**config.mk**
```make
export PLATFORM = sky130hd
export DESIGN_NAME = pixie_dma_fetch
export DESIGN_NICKNAME = d
export VERILOG_FILES = /design/src/rtl/pixie_dma_fetch.sv
export SDC_FILE = /design/constraint.sdc
export NUM_CORES = 1
export LEC_CHECK = 0
export BUFFER_PORTS_ARGS = -buffer_cell sky130_fd_sc_hd__buf_2
export CAP_MARGIN = 20
export CORE_MARGIN = 3
export CORE_UTILIZATION = 52
export CTS_CLUSTER_DIAMETER = 150
export DETAILED_ROUTE_END_ITERATION = 7
export PLACE_DENSITY = 0.88
export SLEW_MARGIN = 10
export SYNTH_ARGS = -nofsm -noshare
export SYNTH_HDL_FRONTEND = slang
export SYNTH_SLANG_ARGS = --single-unit
```
**constraint.sdc**
```tcl
create_clock -name clk -period 3.4 [get_ports clk]
set_clock_uncertainty 0.2 [all_clocks]
set_input_delay 0.68 -clock clk [delete_from_list [all_inputs] [get_ports clk]]
set_output_delay 0.68 -clock clk [all_outputs]
set_load 0.02 [all_outputs]
```
**src/rtl/pixie_dma_fetch.sv**
```systemverilog
// DMA-out sequencer feeding the 1861 video stage: steals one machine cycle per
// byte, reads display RAM at R0 and manages the line-repeat rewind and frame reload.
module pixie_dma_fetch #(
    parameter logic [15:0] BASE_ADDR      = 16'h0900,
    parameter int          BYTES_PER_LINE = 8,
    parameter int          LINE_REPEAT    = 4,
    parameter bit          WRAP_EN        = 1'b1
) (
    input  logic        clk,
    input  logic        reset_n,
    input  logic        clk_enable,
    input  logic        dmao_n,
    input  logic        int_in,
    input  logic        r0_load,
    input  logic [15:0] r0_value,
    output logic [15:0] mem_addr,
    output logic        mem_rd,
    input  logic [7:0]  mem_data,
    output logic [1:0]  SC,
    output logic        cpu_hold,
    output logic [7:0]  data_out,
    output logic        data_valid,
    output logic [15:0] r0
);

    typedef enum logic [2:0] {
        S_IDLE,
        S_ARM,
        S_FETCH,
        S_CAPTURE,
        S_HOLD
    } state_t;

    localparam logic [1:0]  SC_DMA   = 2'b10;
    localparam logic [1:0]  SC_EXEC  = 2'b01;
    localparam logic [3:0]  BPL      = 4'(BYTES_PER_LINE);
    localparam logic [3:0]  LREP     = 4'(LINE_REPEAT);
    localparam logic [15:0] STEP_ONE = 16'd1;
    localparam logic [15:0] REWIND   = 16'(0 - BYTES_PER_LINE);

    state_t      state;
    logic [3:0]  byte_cnt;
    logic [3:0]  rep_cnt;
    logic        int_d;

    logic        int_rise;
    logic        burst_go;
    logic        hold_end;
    logic        full_end;
    logic [3:0]  rep_inc;
    logic [15:0] r0_nxt;
    logic [3:0]  byte_nxt;
    logic [3:0]  rep_nxt;

    // With WRAP_EN the pointer lives in a 256-byte window starting at BASE_ADDR.
    function automatic logic [15:0] r0_step(input logic [15:0] cur, input logic [15:0] delta);
        logic [15:0] off;
        if (WRAP_EN) begin
            off = cur - BASE_ADDR + delta;
            return BASE_ADDR + (off & 16'h00FF);
        end
        return cur + delta;
    endfunction

    assign int_rise = int_in & ~int_d;
    assign burst_go = clk_enable && !dmao_n && (byte_cnt < BPL);
    assign hold_end = (state == S_HOLD) && clk_enable && !burst_go;
    assign full_end = hold_end && (byte_cnt == BPL);
    assign rep_inc  = rep_cnt + 4'd1;

    // R0 and counter updates; later assignments carry higher priority.
    always_comb begin
        r0_nxt   = r0;
        byte_nxt = byte_cnt;
        rep_nxt  = rep_cnt;
        if (state == S_CAPTURE) begin
            r0_nxt   = r0_step(r0, STEP_ONE);
            byte_nxt = byte_cnt + 4'd1;
        end
        if (hold_end) begin
            byte_nxt = 4'd0;
            if (full_end) begin
                if (rep_inc < LREP) begin
                    rep_nxt = rep_inc;
                    r0_nxt  = r0_step(r0, REWIND);
                end else begin
                    rep_nxt = 4'd0;
                end
            end
        end
        if (int_rise) begin
            r0_nxt   = BASE_ADDR;
            byte_nxt = 4'd0;
            rep_nxt  = 4'd0;
        end
        if (r0_load) begin
            r0_nxt = r0_value;
        end
    end

    always_ff @(posedge clk or negedge reset_n) begin
        if (!reset_n) begin
            state      <= S_IDLE;
            r0         <= BASE_ADDR;
            mem_addr   <= 16'h0000;
            mem_rd     <= 1'b0;
            SC         <= SC_EXEC;
            cpu_hold   <= 1'b0;
            data_out   <= 8'h00;
            data_valid <= 1'b0;
            byte_cnt   <= 4'd0;
            rep_cnt    <= 4'd0;
            int_d      <= 1'b0;
        end else begin
            int_d      <= int_in;
            r0         <= r0_nxt;
            byte_cnt   <= byte_nxt;
            rep_cnt    <= rep_nxt;
            mem_rd     <= 1'b0;
            data_valid <= 1'b0;
            case (state)
                S_IDLE: begin
                    if (clk_enable && !dmao_n) begin
                        state    <= S_ARM;
                        SC       <= SC_DMA;
                        cpu_hold <= 1'b1;
                    end
                end
                S_ARM: begin
                    state    <= S_FETCH;
                    mem_addr <= r0;
                    mem_rd   <= 1'b1;
                end
                S_FETCH: begin
                    state <= S_CAPTURE;
                end
                S_CAPTURE: begin
                    state      <= S_HOLD;
                    data_out   <= mem_data;
                    data_valid <= 1'b1;
                end
                S_HOLD: begin
                    if (clk_enable) begin
                        if (burst_go) begin
                            state <= S_ARM;
                        end else begin
                            state    <= S_IDLE;
                            SC       <= SC_EXEC;
                            cpu_hold <= 1'b0;
                        end
                    end
                end
                default: begin
                    state    <= S_IDLE;
                    SC       <= SC_EXEC;
                    cpu_hold <= 1'b0;
                end
            endcase
        end
    end

endmodule
```
Word-level counts from Yosys, hierarchy flattened
Cells that the tools add are included.
{"block": "word_totals", "inputBits": 30, "output_inout_bits": 45, "reg_bits": 57}
{"block": "op_classes", "n_mux": 33, "n_reduce_logical": 15, "n_addsub": 9, "bitwise": 3, "n_eq_ne": 8, "n_lt_le_gt_ge": 2}
{"operator": "$mux 16", "count": 8}
{"operator": "$mux 4", "count": 7}
{"operator": "$add 12x8->13 const A", "count": 2}
{"operator": "$add 16x1->16 const B", "count": 1}
{"operator": "$add 16x16->16 const B", "count": 1}
{"operator": "$pmux 3 s5", "count": 1}
{"operator": "$mux 1", "count": 10}
{"operator": "$add 4x1->4 const B", "count": 2}
{"operator": "$add 8x1->8 const B", "count": 1}
{"operator": "$add 8x8->8 const B", "count": 1}
{"operator": "$sub 8x1->8 const B", "count": 1}
{"operator": "$eq 3x2->1 const B", "count": 2}
{"operator": "$mux 2", "count": 3}
{"operator": "$mux 3", "count": 2}
{"operator": "$ne 2x2->1 const B", "count": 3}
{"operator": "$pmux 2 s3", "count": 1}
{"operator": "$logic_and 1x1->1", "count": 5}
{"operator": "$eq 4x4->1 const B", "count": 1}
{"operator": "$lt 4x3->1 const B", "count": 1}
{"operator": "$lt 4x4->1 const B", "count": 1}
{"operator": "$reduce_and 2->1", "count": 2}
{"operator": "$reduce_and 4->1", "count": 1}
{"operator": "$reduce_bool 2->1", "count": 2}
{"operator": "$eq 3x1->1 const B", "count": 1}
{"operator": "other kinds (8)", "count": 10}

Logic depth before layout (Yosys ltp)
Gate-level depths: netlist (run 1).
{"block": "logic_depth", "ltp_word": 14, "mapped_depth": 6}

Worst setup path before layout (run 1)
Ideal clock, no wire load.
{"block": "synth_path", "path_type": "input to register", "start": "input int_in", "end": "register r0[7]", "stages": 5, "n_path_buf": 1, "arrival_time_ns": 1.811, "slack_ns": 1.320, "cell_sequence": "nor2b_1 -> clkbuf_8 -> or3_2 -> or4_1 -> nand3_1"}
{"block": "synth_between", "elab_chain_len": 3}
{"element": "from (decl)", "line_no": "13", "rtl": "input logic int_in,"}
{"element": "$and 1x1->1", "line_no": "65", "rtl": "assign int_rise = int_in & ~int_d;"}
{"element": "$mux 16", "line_no": "91", "rtl": "if (int_rise) begin"}
{"element": "$mux 16", "line_no": "96", "rtl": "if (r0_load) begin"}
{"element": "named net r0_nxt[7]", "line_no": "51", "rtl": "logic [15:0] r0_nxt;"}
{"element": "to (signal assigned)", "line_no": "116", "rtl": "r0 <= r0_nxt;"}
{"element": "to (decl)", "line_no": "23", "rtl": "output logic [15:0] r0"}
The timed path passes the listed nets, and every way through them passes these cells.
A chain may end at the register's enable or synchronous reset.

Final worst setup path (run 1)
{"block": "layout_path", "start": "register rep_cnt[0]", "end": "register r0[4]"}
{"block": "layout_between", "elab_chain_len": 7}
{"element": "from (decl)", "line_no": "43", "rtl": "logic [3:0] rep_cnt;"}
{"element": "from (signal assigned)", "line_no": "118", "rtl": "rep_cnt <= rep_nxt;"}
{"element": "$add 4x1->4", "line_no": "69", "rtl": "assign rep_inc = rep_cnt + 4'd1;"}
{"element": "$lt 4x3->1", "line_no": "83", "rtl": "if (rep_inc < LREP) begin"}
{"element": "$mux 16", "line_no": "83"}
{"element": "$mux 16", "line_no": "82", "rtl": "if (full_end) begin"}
{"element": "$mux 16", "line_no": "80", "rtl": "if (hold_end) begin"}
{"element": "$mux 16", "line_no": "91"}
{"element": "$mux 16", "line_no": "96"}
{"element": "named net r0_nxt[4]", "line_no": "51"}
The timed path passes the listed nets, and every way through them passes these cells.

==> flow_metrics.tcl, run 1 <==
set metrics [dict create \
    critPathLaunch "rep_cnt[0]" \
    cts_buffers 5 \
    ioPinCount 75 \
    grtUsageTotal_pct 20.3 \
    syn_area_per_cell_um2 11.0 \
    die_h_um 77.0 \
    worst_r2r_path_depth 5 \
    ir_drop_mv 0.450 \
    r2r-start "rep_cnt[0]" \
    synth_fp_nets 275 \
    design_area_um2 3150 \
    crit_end "r0[4]" \
    setup_viol 0 \
    final_max_slew_viol_count 0 \
    path_clk_slew_ns 0.10 \
    worst-path-max-fanout 6 \
    die-area_um2 5920 \
    num_antenna_cells 0 \
    viasPerCell 5.47 \
    clk_latency_ns 0.31 \
    layout_commonest_cell "buf_2" \
    antenna_found_initial 0 \
    synth_edf_count 0 \
    yosysSeqAreaShare_pct 53.7 \
    hold_violations 0 \
    placed_area_um2 3030 \
    rr_endpoint "r0[4]" \
    cts.sinks 56 \
    ys_ff_latch 56 \
    cts_root_buf "clkbuf_8" \
    grt_start_max_net_pins 28 \
    synth.top_cell.area_share_pct 50.7 \
    worstSetupPathType "flop to flop" \
    maxCapViolCount 0 \
    layout_common_cells "74 x buf_2, 53 x dfrtp_1, 39 x nand2_1" \
    hp-class "input port to async pin" \
    netlist_top_cells_area "dfrtp_1 51%, mux2_2 6.9%, nand2_1 5.6%, dfstp_2 3.0%, ha_1 2.9%" \
    place_congestion 0.878 \
    async_flop_share_pct 100 \
    fp-row-count 25 \
    rsz0062_at_grt "no" \
    cts_tree "built" \
    fin_crit_sh_pct 63.5 \
    slew_headroom_pct 56.0 \
    grt_pass1_wl_mm 9.76 \
    drt_iter0_markers 164 \
    layout.cells.non_filler 382 \
    io_buffers 74 \
    start_kind "flop" \
    critPathRequiredTime_ns 3.42 \
    cts_resized 0 \
    finalWirelength_mm 5.67 \
    p_leak_nw 1.57 \
    drtPass1Iterations 4 \
    routedWlPerCell_um 14.9 \
    synthFlopType "dfrtp_1" \
    drive_above_1_share_pct 36.2 \
    htree_levels 2 \
    route.vias.total 2089 \
    synth_area_um2 2620 \
    outcome "complete, no violations" \
    dieWidth_um 77.0 \
    register_area_um2 1410 \
    ys_types 56 \
    setup_tns_ns 0 \
    arrival_ns 2.18 \
    area_growth_pct 20.4 \
    fill_cells 366 \
    yosys.area.top_type "dfrtp_1" \
    post_cts_buffers 0 \
    drc_errors 0 \
    timing.fmax_ghz 0.463 \
    drtAntennaViolNets 0 \
    dp_cells 374 \
    initial_core_util_pct 54.7 \
    yosysWarnings 0 \
    num-nets-final 350 \
    pwr_density_cell_nw_per_um2 761 \
    multiInputGateArea_um2 1120 \
    end_kind "flop" \
    r2r_setup_slack_ns 1.24 \
    syn_inst 239 \
    cts_max_path_buffers 2 \
    grt_pass1_vias 2086 \
    dp_hpwl_mm 4.22 \
    finalWorstPathRequiredPeriod_ns 2.16 \
    hold_buffers 0 \
    coreArea_um2 4790 \
    grt_remaining_overflow 0 \
    worstMarginPinSlew_ns 0.659 \
]
-- cells by family after synthesis --
kind of cell,after synthesis,share of synthesized area [%]
AOI/OAI and AO/OA,38,11.1
xor gates and xnor gates,7,2.34
adders and majority gates,6,2.87
buffers and inverters,17,3.59
DFF,56,53.7
muxes,17,7.27
and+or+nand+nor,98,19.2
-- routing by layer --
metal / wire length (µm) / track usage [%]
met5: 0 / 0
met4: 95 / 6.52
met3: 319 / 4.69
met2: 2740 / 33.2
met1: 2520 / 26.8
-- worst max-delay path, stage by stage (launching register included) --
cell and delay, ns:
dfrtp_1 0.43, ha_1 0.24, or3_1 0.41, o31a_1 0.19, or4_1 0.50, o311ai_1 0.10
-- state kept, by name (all words and copies together) (netlist names) --
signal,cells
state,3
int_d,1
byte_cnt,4
mem_addr,16
mem_rd,1
r0,16
data_valid,1
data_out,8
SC,2
rep_cnt,4
-- final cells by class --
class,instances,share of cell area (%)
sequential,56,44.6
multi-input combinational,166,35.5
timing repair buffer,77,12.5
tap,67,2.66
clock buffer,6,2.62
clock inverter,2,1.23
inverter,8,0.953
-- synth_stat cells, types with 2 or more instances --
library cell,n
nor3b_1,2
buf_2,2
nand3_1,7
xor2_1,3
nand2b_1,4
o21ai_0,9
buf_4,2
or3_1,4
xnor2_1,4
a21oi_1,5
or3_2,2
nor2b_1,4
o2111ai_1,2
dfstp_2,3
nand2_1,39
a22o_1,6
inv_1,7
nor3_1,4
nand4_1,4
clkbuf_8,2
or4_1,2
nor2_1,13
clkbuf_1,2
ha_1,6
mux2_2,16
dfrtp_1,53
and3_1,3
-- metrics by stage --
step                      hold slack (ns)  total power, mW  setup WS (ns)  utilization (%)
after global placement              0.257             1.93           1.20             63.3
after floorplan                     0.184             1.67           1.32                -
final                               0.162             2.40           1.24             65.9
after global routing                0.195             2.56           1.04             65.9
after detailed placement            0.261             1.97           1.16             63.3
after CTS                           0.176             2.42           1.23             65.9
-- power by group --
group / internal, mW / total [mW] / switching [mW]
sequential: 0.879 / 1.03 / 0.153
clock: 0.241 / 0.451 / 0.210
combinational: 0.372 / 0.916 / 0.543
total: 1.49 / 2.40 / 0.906
-- how the worst min path moves through the flow --
stage / start / endpoint / slack (ns) / depth (start not counted)
2_1_floorplan: reset_n / SC[1] / 0.18 / 0
3_3_place_gp: data_out[5] / data_out[5] / 0.26 / 2
3_5_place_dp: r0[8] / r0[8] / 0.26 / 2
4_1_cts: reset_n / SC[1] / 0.18 / 1
5_1_grt: reset_n / data_out[7] / 0.19 / 1
6_report: reset_n / r0[14] / 0.16 / 1
Note: power is estimated with default switching activity, not from simulation.
==> run 2, diff against run 1 <==
Settings changed: CORE_UTILIZATION 52 to 51, PLACE_DENSITY 0.88 to 0.87.
Clock period 3.4 ns to 2 ns, I/O delays scaled along.
==> run 2 against run 1 <==
  * Die area grew 1.8%
  * Register-to-register slack got worse by 1.2 ns
  * Via count grew 2.7%
  * First-iteration DRC count fell by 23%
  * Combinational power up 84%
  * Global-route usage down 0.46 points
  * Largest cell class unchanged
  * Largest power group unchanged
==> flow_metrics.tcl, run 2 (synthesized netlist as in run 1, its figures left out) <==
set metrics [dict create \
    clk_latency_ns 0.31 \
    hp-class "input port to flop" \
    dp_cells 382 \
    layout.cells.non_filler 394 \
    die-area_um2 6030 \
    finalWorstPathRequiredPeriod_ns 1.96 \
    fin_crit_sh_pct 97.9 \
    dieWidth_um 77.6 \
    dp_hpwl_mm 4.24 \
    top_regs "mem_addr x16, r0 x16, data_out x8" \
    grtUsageTotal_pct 19.9 \
    pwr_density_cell_nw_per_um2 1270 \
    register_area_um2 1410 \
    start_kind "flop" \
    drc_errors 0 \
    hold_depth 1 \
    cts.sinks 56 \
    slowest_delay_ns 0.48 \
    r2r-start "rep_cnt[1]" \
    arrival_ns 1.96 \
    swShare_pct 37.6 \
    rsz0062_at_grt "yes" \
    htree_levels 2 \
    critPathLaunch "rep_cnt[1]" \
    route.vias.total 2146 \
    worstMarginPinSlew_ns 0.434 \
    die_h_um 77.6 \
    viasPerCell 5.45 \
    path_clk_slew_ns 0.09 \
    design_area_um2 3260 \
    initial_core_util_pct 54.0 \
    hp-start "int_in" \
    placed_area_um2 3100 \
    worst-path-max-fanout 4 \
    p_sw_mw 1.55 \
    antenna_found_initial 0 \
    fp-row-count 25 \
    io_buffers 74 \
    slew_headroom_pct 70.9 \
    num-nets-final 362 \
    grt_remaining_overflow 0 \
    layout_common_cells "74 x buf_2, 53 x dfrtp_1, 39 x nand2_1" \
    fill_cells 367 \
    hold_ws_ns 0.0298 \
    p_leak_nw 1.63 \
    coreArea_um2 4850 \
    cts_buffers 5 \
    timing.fmax_ghz 0.511 \
    grt_start_max_net_pins 57 \
    p_comb_share_pct 41.0 \
    drive_above_1_share_pct 38.5 \
    num_antenna_cells 0 \
    grt_pass1_wl_mm 9.69 \
    p_int_mw 2.57 \
    cts_root_buf "clkbuf_8" \
    final_max_slew_viol_count 0 \
    multiInputGateArea_um2 1130 \
    maxCapViolCount 0 \
    drtAntennaViolNets 0 \
    worst_r2r_path_depth 5 \
    end_kind "flop" \
    final_util_pct 67.2 \
    p_seq_share_pct 41.4 \
    crit_slowest_cell "or4_1" \
    setup_viol 0 \
    ir_drop_mv 0.917 \
    finalWirelength_mm 5.65 \
    place_congestion 0.907 \
    layout_commonest_cell "buf_2" \
    critPathRequiredTime_ns 2.00 \
    ioPinCount 75 \
    cts_max_path_buffers 2 \
    cts_tree "built" \
    path_cells "ha_2 -> or3_4 -> o31a_1 -> or4_1 -> o311ai_1" \
    drt_iter0_markers 126 \
    grt_pass1_vias 2114 \
    area_growth_pct 24.5 \
    hold_violations 0 \
    drtPass1Iterations 4 \
    worstSetupPathType "flop to flop" \
    clkPwrFrac_pct 17.6 \
    outcome "complete, no violations" \
    routedWlPerCell_um 14.3 \
]
run 2: cell count changes in the layout (fill, tap and decap cells not counted), sizes merged:
cell         change
inv              +1
dlygate4sd3      +1
buf             +11
clkinv           -1
run 2: what timing repair did:
item	4_1_cts	5_1_grt
cloned	0	0
hold buffers	1	0
setup endpoints to repair	2	12
pin swaps	0	4
hold endpoints to repair	53	0
gates resized for setup	0	4
setup buffers	2	1
run 2: layer usage:
layer	global-route usage (%)	part of all wire [%]	up-vias	routed length, µm
li1	-	-	1021	-
met1	25.0	42	1031	2380
met2	33.8	50	84	2820
met3	5.45	6.8	10	386
met4	4.98	1.2	0	66
met5	0	0	-	0
run 2: through the flow:
step | total power, mW | worst slack (ns) | TNS, ns
final | 4.12 | 0.0419 | 0
after global routing | 4.42 | -0.0269 | -0.0865
after detailed placement | 3.43 | -0.00901 | -0.00901
after CTS | 4.16 | 0.00479 | 0
after floorplan | 2.84 | 0.0543 | 0
after global placement | 3.35 | 0.0546 | 0
run 2: final cells by class:
class | count | share of cell area, %
Tap cell | 67 | 2.57
Timing Repair Buffer | 89 | 15.3
Clock buffer | 6 | 2.23
Multi-Input combinational cell | 166 | 34.7
Sequential cell | 56 | 43.1
Inverter | 8 | 0.922
Clock inverter | 2 | 1.19
run 2: power by group through the flow:
stage | sequential (mW) | clock [mW] | combinational, mW
after floorplan | 2.09 | 0 | 0.751
after global placement | 1.71 | 0 | 1.65
after detailed placement | 1.73 | 0 | 1.69
after CTS | 1.71 | 0.746 | 1.70
after global routing | 1.76 | 0.807 | 1.84
final | 1.71 | 0.727 | 1.69
run 2: final timing paths:
kind                                     to  slack [ns]
worst min-delay path                  int_d        0.03
max in group asynchronous             r0[8]        0.89
worst min register to register       r0[11]        0.27
worst max register to register        r0[4]        0.04
worst max-delay path                  r0[4]        0.04
min in group asynchronous       data_out[7]        0.41
run 2: critical path: cells and delay by family (launching register included):
family	cells	cell delay, ns
flops	1	0.39
fa+ha+maj	1	0.20
simple gates	2	0.82
compound gates	2	0.25
==> run 3, diff against run 2 <==
Settings changed: CTS_CLUSTER_SIZE from default to 10, RECOVER_POWER from default to 100.
==> run 3 against run 2 <==
  * First-iteration DRC count shrank 1.6%
  * Routed wire length is 0.81% higher
  * Cell area down 2.6%
  * Register-to-register slack about the same
  * Clock-buffer cell count unchanged
  * Worst hold slack better by 0.0085 ns
  * Critical endpoint unchanged
  * Global-route usage unchanged
  * Die area is the same
  * Utilization fell by 1.7 points
==> flow_metrics.tcl, run 3 (synthesized netlist as in run 1, its figures left out) <==
set metrics [dict create \
    path_cells "ha_2 -> or3_4 -> o31a_1 -> or4_1 -> o311ai_1" \
    rr_endpoint "r0[4]" \
    end_kind "flop" \
    worst-path-max-fanout 4 \
    cts.sinks 56 \
    hp-class "input port to flop" \
    drt_iter0_markers 124 \
    drt-met1-wl_mm 2.40 \
    cts_buffers 5 \
    critPathLaunch "rep_cnt[1]" \
    die-area_um2 6030 \
    power.total_mw 4.01 \
    fin_crit_sh_pct 97.9 \
    arrival_ns 1.96 \
    route.vias.total 2163 \
    crit_end "r0[4]" \
    cts_max_path_buffers 2 \
    ir_drop_mv 0.863 \
    hp-start "int_in" \
    antenna_found_initial 0 \
    slowest_delay_ns 0.48 \
    slew_headroom_pct 52.4 \
    final_max_slew_viol_count 0 \
    grt_remaining_overflow 0 \
    start_kind "flop" \
    cts_tree "built" \
    fp-row-count 25 \
    hold_ws_ns 0.0382 \
    setup_viol 0 \
    grtUsageTotal_pct 19.9 \
    worstMarginPinSlew_ns 0.714 \
    ioPinCount 75 \
    finalWorstPathRequiredPeriod_ns 1.96 \
    htree_levels 2 \
    pwr_density_cell_nw_per_um2 1260 \
    initial_core_util_pct 54.0 \
    dr_wl_met3_um 389 \
    drive_above_1_share_pct 23.5 \
    place_congestion 0.907 \
    wl_met2_mm 2.83 \
    finalWirelength_mm 5.70 \
    critPathRequiredTime_ns 2.00 \
    dieWidth_um 77.6 \
    path_clk_slew_ns 0.09 \
    r2r-start "rep_cnt[1]" \
    maxCapViolCount 0 \
    coreArea_um2 4850 \
    outcome "complete, no violations" \
    routedWlPerCell_um 14.5 \
    rsz0062_at_grt "yes" \
    cts_root_buf "clkbuf_8" \
    p_leak_nw 1.47 \
    drtAntennaViolNets 0 \
    multiInputGateArea_um2 1130 \
    grt_pass1_wl_mm 9.69 \
    dp_hpwl_mm 4.24 \
    design_area_um2 3170 \
    placed_area_um2 3100 \
    timing.fmax_ghz 0.511 \
    grt_pass1_vias 2114 \
    worst_r2r_path_depth 5 \
    grt_start_max_net_pins 57 \
    io_buffers 74 \
    r2r_setup_slack_ns 0.04 \
    layout_commonest_cell "dfrtp_1" \
    num-nets-final 362 \
    top_layer_used "met4" \
    worstSetupPathType "flop to flop" \
    drtPass1Iterations 4 \
    drc_errors 0 \
    area_growth_pct 21.3 \
    final_util_pct 65.5 \
    layout_common_cells "53 x dfrtp_1, 50 x clkbuf_1, 39 x nand2_1" \
    top_regs "mem_addr x16, r0 x16, data_out x8" \
    clk_latency_ns 0.31 \
    fill_cells 401 \
    num_antenna_cells 0 \
    die_h_um 77.6 \
    viasPerCell 5.49 \
    register_area_um2 1410 \
    hold_violations 0 \
    crit_slowest_cell "or4_1" \
]
-- run 3: through the flow --
stage	worst slack (ns)	cells	setup TNS, ns
detailed placement	-0.00901	382	-0.00901
finish	0.0414	394	0
global route	-0.0269	394	-0.0869
CTS	0.00479	393	0
floorplan	0.0543	239	0
global placement	0.0546	382	0
-- run 3: where the power goes --
part	total [mW]	switching [mW]	internal [mW]
clock network	0.728	0.349	0.378
logic	1.57	0.990	0.580
registers	1.72	0.219	1.50
-- run 3: critical path, delay by kind of cell, from the launching register on --
kind | cells | cell delay [ns]
compound gates | 2 | 0.25
fa+ha+maj | 1 | 0.20
flops | 1 | 0.39
simple gates | 2 | 0.82
-- run 3: final cells by class --
class	instances	area share (%)
Clock buffer	6	2.29
Multi-Input combinational cell	166	35.6
Sequential cell	56	44.3
Clock inverter	2	1.22
Tap cell	67	2.64
Inverter	8	0.946
Timing Repair Buffer	89	13.0
-- run 3: layer usage --
metal,global-route usage [%],up-vias
li1,-,1022
met1,25.0,1038
met2,33.8,89
met3,5.45,14
met4,4.98,0
met5,0,-
-- run 3: what timing repair did --
item	CTS	global route
hold buffers	1	0
buffers inserted	2	1
endpoints found under the hold margin	53	0
pin swaps	0	4
gates resized for setup	0	4
endpoints found under the setup margin	2	12
-- run 3: worst min path at each step --
stage,depth (start not counted),to
final,1,int_d
after global routing,1,int_d
after CTS,1,int_d
after detailed placement,2,data_valid
after global placement,2,data_out[2]
after floorplan,0,SC[1]
